File: src/rtl/peak_event_extractor_if.sv
// Sample-in / event-record-out bundle for the peak event extractor.
// The master drives samples and the consumer ready; the slave returns records.
interface peak_event_extractor_if #(
  parameter int DATA_WIDTH = 16,
  parameter int IDX_WIDTH  = 16
);
  logic signed [DATA_WIDTH-1:0] filtered_in;
  logic                         peak_in;
  logic                         valid_in;
  logic                         evt_ready;
  logic                         evt_valid;
  logic signed [DATA_WIDTH-1:0] evt_max;
  logic [IDX_WIDTH-1:0]         evt_index;
  logic [7:0]                   evt_width;
  logic [IDX_WIDTH-1:0]         evt_interval;
  logic                         overflow;

  modport master (
    output filtered_in, peak_in, valid_in, evt_ready,
    input  evt_valid, evt_max, evt_index, evt_width, evt_interval, overflow
  );

  modport slave (
    input  filtered_in, peak_in, valid_in, evt_ready,
    output evt_valid, evt_max, evt_index, evt_width, evt_interval, overflow
  );
endinterface

File: src/rtl/peak_event_extractor.sv
// Groups qualified peak samples into events (max, index, width, interval)
// and queues the records in a small FIFO for a ready/valid consumer.
//
// state   | meaning
// IDLE    | waiting for an accepted sample with peak_in=1
// IN_PEAK | accumulating a peak run (length, max, index of max)
// HOLD    | ignoring HOLDOFF accepted samples after a pushed event
module peak_event_extractor #(
  parameter int DATA_WIDTH = 16,
  parameter int IDX_WIDTH  = 16,
  parameter int MIN_WIDTH  = 2,
  parameter int HOLDOFF    = 8,
  parameter int FIFO_DEPTH = 4
) (
  input logic                    clk,
  input logic                    rst_n,
  peak_event_extractor_if.slave  io_bus
);

  localparam int          PTR_W     = $clog2(FIFO_DEPTH);
  localparam int          HOLD_W    = $clog2(HOLDOFF + 2);
  localparam logic [HOLD_W-1:0] HOLD_INIT = HOLD_W'(HOLDOFF);
  localparam logic [7:0]  MIN_LEN   = 8'(MIN_WIDTH);

  typedef enum logic [1:0] {S_IDLE, S_IN_PEAK, S_HOLD} state_t;

  state_t                       r_state;
  state_t                       w_state_nxt;
  logic [IDX_WIDTH-1:0]         r_idx;
  logic [7:0]                   r_run_len;
  logic signed [DATA_WIDTH-1:0] r_max;
  logic [IDX_WIDTH-1:0]         r_max_idx;
  logic [HOLD_W-1:0]            r_hold_cnt;
  logic [IDX_WIDTH-1:0]         r_prev_idx;
  logic                         r_have_prev;
  logic                         r_overflow;

  logic w_start;
  logic w_extend;
  logic w_close;
  logic w_hold_load;
  logic w_hold_dec;

  logic [PTR_W:0]               r_wr_ptr;
  logic [PTR_W:0]               r_rd_ptr;
  logic signed [DATA_WIDTH-1:0] r_mem_max   [FIFO_DEPTH];
  logic [IDX_WIDTH-1:0]         r_mem_idx   [FIFO_DEPTH];
  logic [7:0]                   r_mem_width [FIFO_DEPTH];
  logic [IDX_WIDTH-1:0]         r_mem_int   [FIFO_DEPTH];

  logic                 w_empty;
  logic                 w_full;
  logic                 w_pop;
  logic                 w_push_ok;
  logic                 w_drop;
  logic [IDX_WIDTH-1:0] w_interval;
  logic [PTR_W-1:0]     w_wr_addr;
  logic [PTR_W-1:0]     w_rd_addr;

  always_ff @(posedge clk or negedge rst_n) begin
    if (!rst_n) r_state <= S_IDLE;
    else        r_state <= w_state_nxt;
  end

  always_comb begin
    w_state_nxt = r_state;
    w_start     = 1'b0;
    w_extend    = 1'b0;
    w_close     = 1'b0;
    w_hold_load = 1'b0;
    w_hold_dec  = 1'b0;
    if (io_bus.valid_in) begin
      case (r_state)
        S_IDLE: begin
          if (io_bus.peak_in) begin
            w_start     = 1'b1;
            w_state_nxt = S_IN_PEAK;
          end
        end
        S_IN_PEAK: begin
          if (io_bus.peak_in) begin
            w_extend = 1'b1;
          end else if (r_run_len >= MIN_LEN) begin
            w_close = 1'b1;
            if (HOLDOFF == 0) begin
              w_state_nxt = S_IDLE;
            end else begin
              w_hold_load = 1'b1;
              w_state_nxt = S_HOLD;
            end
          end else begin
            w_state_nxt = S_IDLE;
          end
        end
        S_HOLD: begin
          // Terminal count: the sample that brings the count to zero is consumed here.
          w_hold_dec = 1'b1;
          if (r_hold_cnt == HOLD_W'(1)) w_state_nxt = S_IDLE;
        end
        default: w_state_nxt = S_IDLE;
      endcase
    end
  end

  always_ff @(posedge clk or negedge rst_n) begin
    if (!rst_n) begin
      r_idx      <= '0;
      r_run_len  <= '0;
      r_max      <= '0;
      r_max_idx  <= '0;
      r_hold_cnt <= '0;
    end else if (io_bus.valid_in) begin
      r_idx <= r_idx + 1'b1;
      if (w_start) begin
        r_run_len <= 8'd1;
        r_max     <= io_bus.filtered_in;
        r_max_idx <= r_idx;
      end else if (w_extend) begin
        if (r_run_len != 8'hFF) r_run_len <= r_run_len + 8'd1;
        if (io_bus.filtered_in > r_max) begin
          r_max     <= io_bus.filtered_in;
          r_max_idx <= r_idx;
        end
      end
      if (w_hold_load)     r_hold_cnt <= HOLD_INIT;
      else if (w_hold_dec) r_hold_cnt <= r_hold_cnt - HOLD_W'(1);
    end
  end

  assign w_wr_addr  = r_wr_ptr[PTR_W-1:0];
  assign w_rd_addr  = r_rd_ptr[PTR_W-1:0];
  assign w_empty    = (r_wr_ptr == r_rd_ptr);
  assign w_full     = (r_wr_ptr[PTR_W] != r_rd_ptr[PTR_W]) && (w_wr_addr == w_rd_addr);
  assign w_pop      = !w_empty && io_bus.evt_ready;
  assign w_push_ok  = w_close && (!w_full || w_pop);
  assign w_drop     = w_close && w_full && !w_pop;
  assign w_interval = r_have_prev ? (r_max_idx - r_prev_idx) : '0;

  always_ff @(posedge clk or negedge rst_n) begin
    if (!rst_n) begin
      r_wr_ptr    <= '0;
      r_rd_ptr    <= '0;
      r_prev_idx  <= '0;
      r_have_prev <= 1'b0;
      r_overflow  <= 1'b0;
    end else begin
      if (w_push_ok) begin
        r_wr_ptr    <= r_wr_ptr + 1'b1;
        r_prev_idx  <= r_max_idx;
        r_have_prev <= 1'b1;
      end
      if (w_pop)  r_rd_ptr   <= r_rd_ptr + 1'b1;
      if (w_drop) r_overflow <= 1'b1;
    end
  end

  // Record storage needs no reset: it is only visible while the FIFO is non-empty.
  always_ff @(posedge clk) begin
    if (w_push_ok) begin
      r_mem_max[w_wr_addr]   <= r_max;
      r_mem_idx[w_wr_addr]   <= r_max_idx;
      r_mem_width[w_wr_addr] <= r_run_len;
      r_mem_int[w_wr_addr]   <= w_interval;
    end
  end

  assign io_bus.evt_valid    = !w_empty;
  assign io_bus.evt_max      = w_empty ? '0 : r_mem_max[w_rd_addr];
  assign io_bus.evt_index    = w_empty ? '0 : r_mem_idx[w_rd_addr];
  assign io_bus.evt_width    = w_empty ? '0 : r_mem_width[w_rd_addr];
  assign io_bus.evt_interval = w_empty ? '0 : r_mem_int[w_rd_addr];
  assign io_bus.overflow     = r_overflow;

endmodule

File: src/flat_wrapper.sv
// flat-port wrapper written by rule: the top's interface ports become plain ports
module peak_event_extractor_flat 
#(
  parameter int DATA_WIDTH = 16,
  parameter int IDX_WIDTH  = 16,
  parameter int MIN_WIDTH  = 2,
  parameter int HOLDOFF    = 8,
  parameter int FIFO_DEPTH = 4
)
  (clk, rst_n, io_bus_filtered_in, io_bus_peak_in, io_bus_valid_in, io_bus_evt_ready, io_bus_evt_valid, io_bus_evt_max, io_bus_evt_index, io_bus_evt_width, io_bus_evt_interval, io_bus_overflow);
  peak_event_extractor_if #(.DATA_WIDTH(DATA_WIDTH), .IDX_WIDTH(IDX_WIDTH)) io_bus_i ();
  input logic clk;
  input logic rst_n;
  input wire logic [$bits(io_bus_i.filtered_in)-1:0] io_bus_filtered_in;
  input wire logic [$bits(io_bus_i.peak_in)-1:0] io_bus_peak_in;
  input wire logic [$bits(io_bus_i.valid_in)-1:0] io_bus_valid_in;
  input wire logic [$bits(io_bus_i.evt_ready)-1:0] io_bus_evt_ready;
  output wire logic [$bits(io_bus_i.evt_valid)-1:0] io_bus_evt_valid;
  output wire logic [$bits(io_bus_i.evt_max)-1:0] io_bus_evt_max;
  output wire logic [$bits(io_bus_i.evt_index)-1:0] io_bus_evt_index;
  output wire logic [$bits(io_bus_i.evt_width)-1:0] io_bus_evt_width;
  output wire logic [$bits(io_bus_i.evt_interval)-1:0] io_bus_evt_interval;
  output wire logic [$bits(io_bus_i.overflow)-1:0] io_bus_overflow;
  assign io_bus_i.filtered_in = io_bus_filtered_in;
  assign io_bus_i.peak_in = io_bus_peak_in;
  assign io_bus_i.valid_in = io_bus_valid_in;
  assign io_bus_i.evt_ready = io_bus_evt_ready;
  assign io_bus_evt_valid = io_bus_i.evt_valid;
  assign io_bus_evt_max = io_bus_i.evt_max;
  assign io_bus_evt_index = io_bus_i.evt_index;
  assign io_bus_evt_width = io_bus_i.evt_width;
  assign io_bus_evt_interval = io_bus_i.evt_interval;
  assign io_bus_overflow = io_bus_i.overflow;
  peak_event_extractor #(.DATA_WIDTH(DATA_WIDTH), .IDX_WIDTH(IDX_WIDTH), .MIN_WIDTH(MIN_WIDTH), .HOLDOFF(HOLDOFF), .FIFO_DEPTH(FIFO_DEPTH)) u_core (.clk(clk), .rst_n(rst_n), .io_bus(io_bus_i));
endmodule
File: config.mk
export PLATFORM = sky130hd
export DESIGN_NAME = peak_event_extractor_flat
export DESIGN_NICKNAME = d
export VERILOG_FILES = /design/src/rtl/peak_event_extractor_if.sv /design/src/rtl/peak_event_extractor.sv /design/src/flat_wrapper.sv
export SDC_FILE = /design/constraint.sdc
export NUM_CORES = 1
export LEC_CHECK = 0
export BUFFER_PORTS_ARGS = -buffer_cell sky130_fd_sc_hd__clkbuf_2
export CORE_MARGIN = 4
export CORE_UTILIZATION = 40
export DETAILED_ROUTE_END_ITERATION = 8
export HOLD_SLACK_MARGIN = 0.05
export PLACE_DENSITY = 0.65
export SLEW_MARGIN = 10
export SYNTH_ARGS = -nofsm -noshare
export SYNTH_HDL_FRONTEND = slang
export SYNTH_SLANG_ARGS = --single-unit
export TNS_END_PERCENT = 30
File: constraint.sdc
create_clock -name clk -period 3.3 [get_ports clk]
set_input_delay 0.165 -clock clk [delete_from_list [all_inputs] [get_ports clk]]
set_output_delay 0.165 -clock clk [all_outputs]
set_load 0.01 [all_outputs]
==> metrics.md <==
| Metric | Value |
|---|---|
| Fin Setup TNS | `0 ns` |
| CTS Hold Bufs | `20` |
| Power Density | `917 nW/um2` |
| Worst Path Arrival | `3.17 ns` |
| Chip height | `192 um` |
| Period utilization | `88.7%` |
| Max Transition Viols Final | `0` |
| CTS tree | `done` |
| Inst Count DP | `1360` |
| Drt via density | `5.09` |
| CP max FO | `7` |
| Initial antenna violation count | `1` |
| Yosys warning total | `0` |
| DR pass1 iterations | `5` |
| CORE AREA | `32900 um2` |
| Final Critical Period | `2.93 ns` |
| Cts repair resizes | `0` |
| Wire per inst | `18.5 um` |
| #FFs+latches synth | `310` |
| Final Non-Filler Cells | `1436` |
| GP Congestion | `0.770` |
| Syn Area/Cell | `15.8 um2` |
| RSZ-0062 raised after global routing | `false` |
| Post-CTS setup buffer count | `0` |
| Largest net degree at the start of global routing | `59` |
| Critical path required time | `3.54 ns` |
| Residual DRC | `0` |
| Num Clock Sinks | `310` |
| Startpoint types | `register` |
| Status | `completed` |
| I/O pin cnt | `79` |
| Worst-Margin Slew | `0.912 ns` |
| Detailed Route WL | `26600 um` |
| Top delay family on crit path | `compound AO/OA/AOI/OAI gates` |
| HPWL after DPL | `16900 um` |
| Layout Skew | `0.0174 ns` |
| Post-synth EDFFs | `224` |
| Net Count, Synth | `915` |
| N_diodes | `0` |
| GRT Overall Usage | `14.7%` |
| Max Freq | `342 MHz` |
| First-pass GRT wire length | `42300 um` |
| Mapped Area | `13500 um2` |
| Final hold vios | `0` |
| Max Cap Viol | `0` |
| Initial core utilization | `41.0%` |
| Share of post-route cells with drive strength above 1 | `24.8%` |
| Crit path capture type | `register` |
| Vias in the first global route | `7521` |
| # H-tree levels | `1` |
| Starting DRT DRC Count | `510` |
| Min-Delay Path Class | `input pin to asynchronous set/reset pin` |
| WS Path Type | `register to register` |
| CTS clk-pin slew, worst paths | `0.06 ns` |
| Library cells used by synthesis | `59` |
| Seq/Total Area, Yosys | `65.8%` |
| Clk Tree Root Cell | `clkbuf_16` |
| Clock Tree Buf Depth | `3` |
| Die Wd | `192 um` |
| Cts bufs inserted | `30` |
| IO buf count | `78` |
| Layout fillers | `2855` |
| Worst ir drop on vdd | `465 uV` |
| Synth-to-Final Area Change | `16.0%` |
| Post-synth top flop | `edfxtp_1` |
| Relative slew slack | `39.2%` |
| Crit-path cells | `inv_1 > ha_1 > inv_1 > fa_1 > a21o_1 > nand4_1 > a21oi_1 > o41ai_1 > nand4_1 > o311ai_0` |
| Die Footprint | `36700 um2` |
| Final nets | `1033` |
| CP peak stage delay | `0.63 ns` |
| Synth Instances | `852` |
| Levels on crit path | `10` |
| Grt ovf | `0` |
| Routed Antenna Nets | `0` |
| Worst hold slack | `0.153 ns` |
| Post-synthesis async set-or-reset flop share | `27.7%` |
| Row count | `66` |
| Slowest-stage cell, CP | `o41ai_1` |
| Clk_lat worst skew | `0.56 ns` |
| Final Setup Violations | `0` |
| Buf/Inv on CP | `2` |
| Vias | `7314` |
| Layout Utilization | `47.6%` |
| Worst reg-to-reg path cell count | `10` |
| Leak pwr | `6.11 nW` |
[where the power goes]
part | leakage, nW | internal (W) | total (W) | switching, W
logic | 2.50 | 0.00245 | 0.00544 | 0.00299
registers | 3.17 | 0.00526 | 0.00577 | 0.000505
clock network | 0.441 | 0.00175 | 0.00314 | 0.00139
[cell type report]
cell class	count	area, um2	area share (%)
Multi-Input combinational cell	463	4300	27.5
Timing Repair Buffer	117	823	5.26
Sequential cell	310	8880	56.8
Clock buffer	44	833	5.33
Tap cell	442	553	3.53
Inverter	48	180	1.15
Clock inverter	12	77.6	0.496
[metal layers]
layer  vias to the layer above  part of all wire, %  global-route usage (%)
met4                         0                  1.5                    3.26
met5                         -                    0                       0
met1                      3703                   45                    20.9
li1                       3436                    -                       -
met2                       143                   49                    24.4
met3                        32                  4.2                    1.93
[state kept, by name, summed over array words and instances (netlist names), 4 cells and up]
signal	count
u_core.r_mem_int	64
u_core.r_hold_cnt	4
u_core.r_mem_max	64
u_core.r_mem_idx	64
u_core.r_max	16
u_core.r_prev_idx	16
u_core.r_run_len	8
u_core.r_idx	16
u_core.r_mem_width	32
u_core.r_max_idx	16
[cell families (layout without fill, tap and decap cells)]
logic type | count (synthesis) | in the layout | synth area share (%)
AOI/OAI and AO/OA | 83 | 83 | 3.92
xor gates and xnor gates | 31 | 31 | 2.01
adders and majority gates | 42 | 42 | 3.95
buffers and inverters | 79 | 221 | 2.45
DFF | 310 | 310 | 65.8
muxes | 97 | 97 | 13.6
and+or+nand+nor | 210 | 210 | 8.27
[stage by stage]
stage,cell area (um2),total power (W),setup slack [ns]
6_report,15600,0.0144,0.373
5_1_grt,15600,0.0153,0.115
4_1_cts,15600,0.0145,0.385
3_5_place_dp,14500,0.0113,0.401
3_3_place_gp,14500,0.0112,0.513
2_1_floorplan,13500,0.00950,0.153
[worst reg2reg max path, delay by kind of cell, from the launching register on]
kind,cells,cell delay (ns)
fa+ha+maj,2,0.54
simple gates,2,0.30
flops,1,0.44
buf+inv,2,0.13
compound gates,4,1.19
[final timing paths]
path | startpoint | end | slack (ns)
max in group asynchronous | rst_n | u_core.r_max_idx[5]$_DFFE_PN0P_ | 2.36
setup reg to reg | u_core.r_max_idx[0]$_DFFE_PN0P_ | u_core.r_mem_int[0][14]$_DFFE_PP_ | 0.37
hold / removal | rst_n | u_core.r_hold_cnt[2]$_DFFE_PN0P_ | 0.15
min in group clk | io_bus_filtered_in[5] | u_core.r_max[5]$_DFFE_PN0P_ | 0.41
hold reg to reg | u_core.io_bus.overflow$_DFFE_PN0P_ | u_core.io_bus.overflow$_DFFE_PN0P_ | 0.46
setup / recovery | u_core.r_max_idx[0]$_DFFE_PN0P_ | u_core.r_mem_int[0][14]$_DFFE_PP_ | 0.37
[cells in the mapped netlist, drive strengths merged (2+ instances only)]
master    n  share of area [%]
o31ai     2               0.11
nand4    13               0.65
mux2i     5               0.40
nor2b    61                2.8
nand2b    4               0.19
ha       41                3.8
inv      48                1.3
o221ai    2               0.13
xor2     10               0.65
dfrtp    86                 16
o21ai    28                1.0
mux4     56                9.3
nand2    43                1.2
a21oi    19               0.70
mux2     36                3.8
nor4      5               0.28
nor3b     2               0.11
a211oi    3               0.20
xnor2    21                1.4
a211o     2               0.13
or3       2              0.093
a31oi     2              0.093
clkbuf   17               0.47
buf      14               0.64
nor2     30               0.85
and3      7               0.32
nand3    16               0.59
a21boi    3               0.19
nor3     15               0.56
o21a      5               0.28
edfxtp  224                 50
and2      8               0.37
a21o      7               0.39
[layout by cell type (no fill, tap or decap), types with 5 or more instances in the layout]
cell type / instances
buf_12: 7
edfxtp_1: 224
a21o_1: 7
mux2_4: 30
buf_4: 13
inv_1: 48
ha_1: 41
clkbuf_2: 77
nand3_1: 16
clkbuf_1: 11
nor3_1: 15
o21a_1: 5
xor2_1: 10
mux4_2: 56
dlygate4sd3_1: 20
nand2_1: 43
nand4_1: 12
nor2_1: 29
nor2b_1: 61
o21ai_0: 27
xnor2_1: 21
dfrtp_1: 84
a21oi_1: 19
mux2_2: 6
clkbuf_16: 30
and3_1: 6
(Power assumes the default switching activity.)
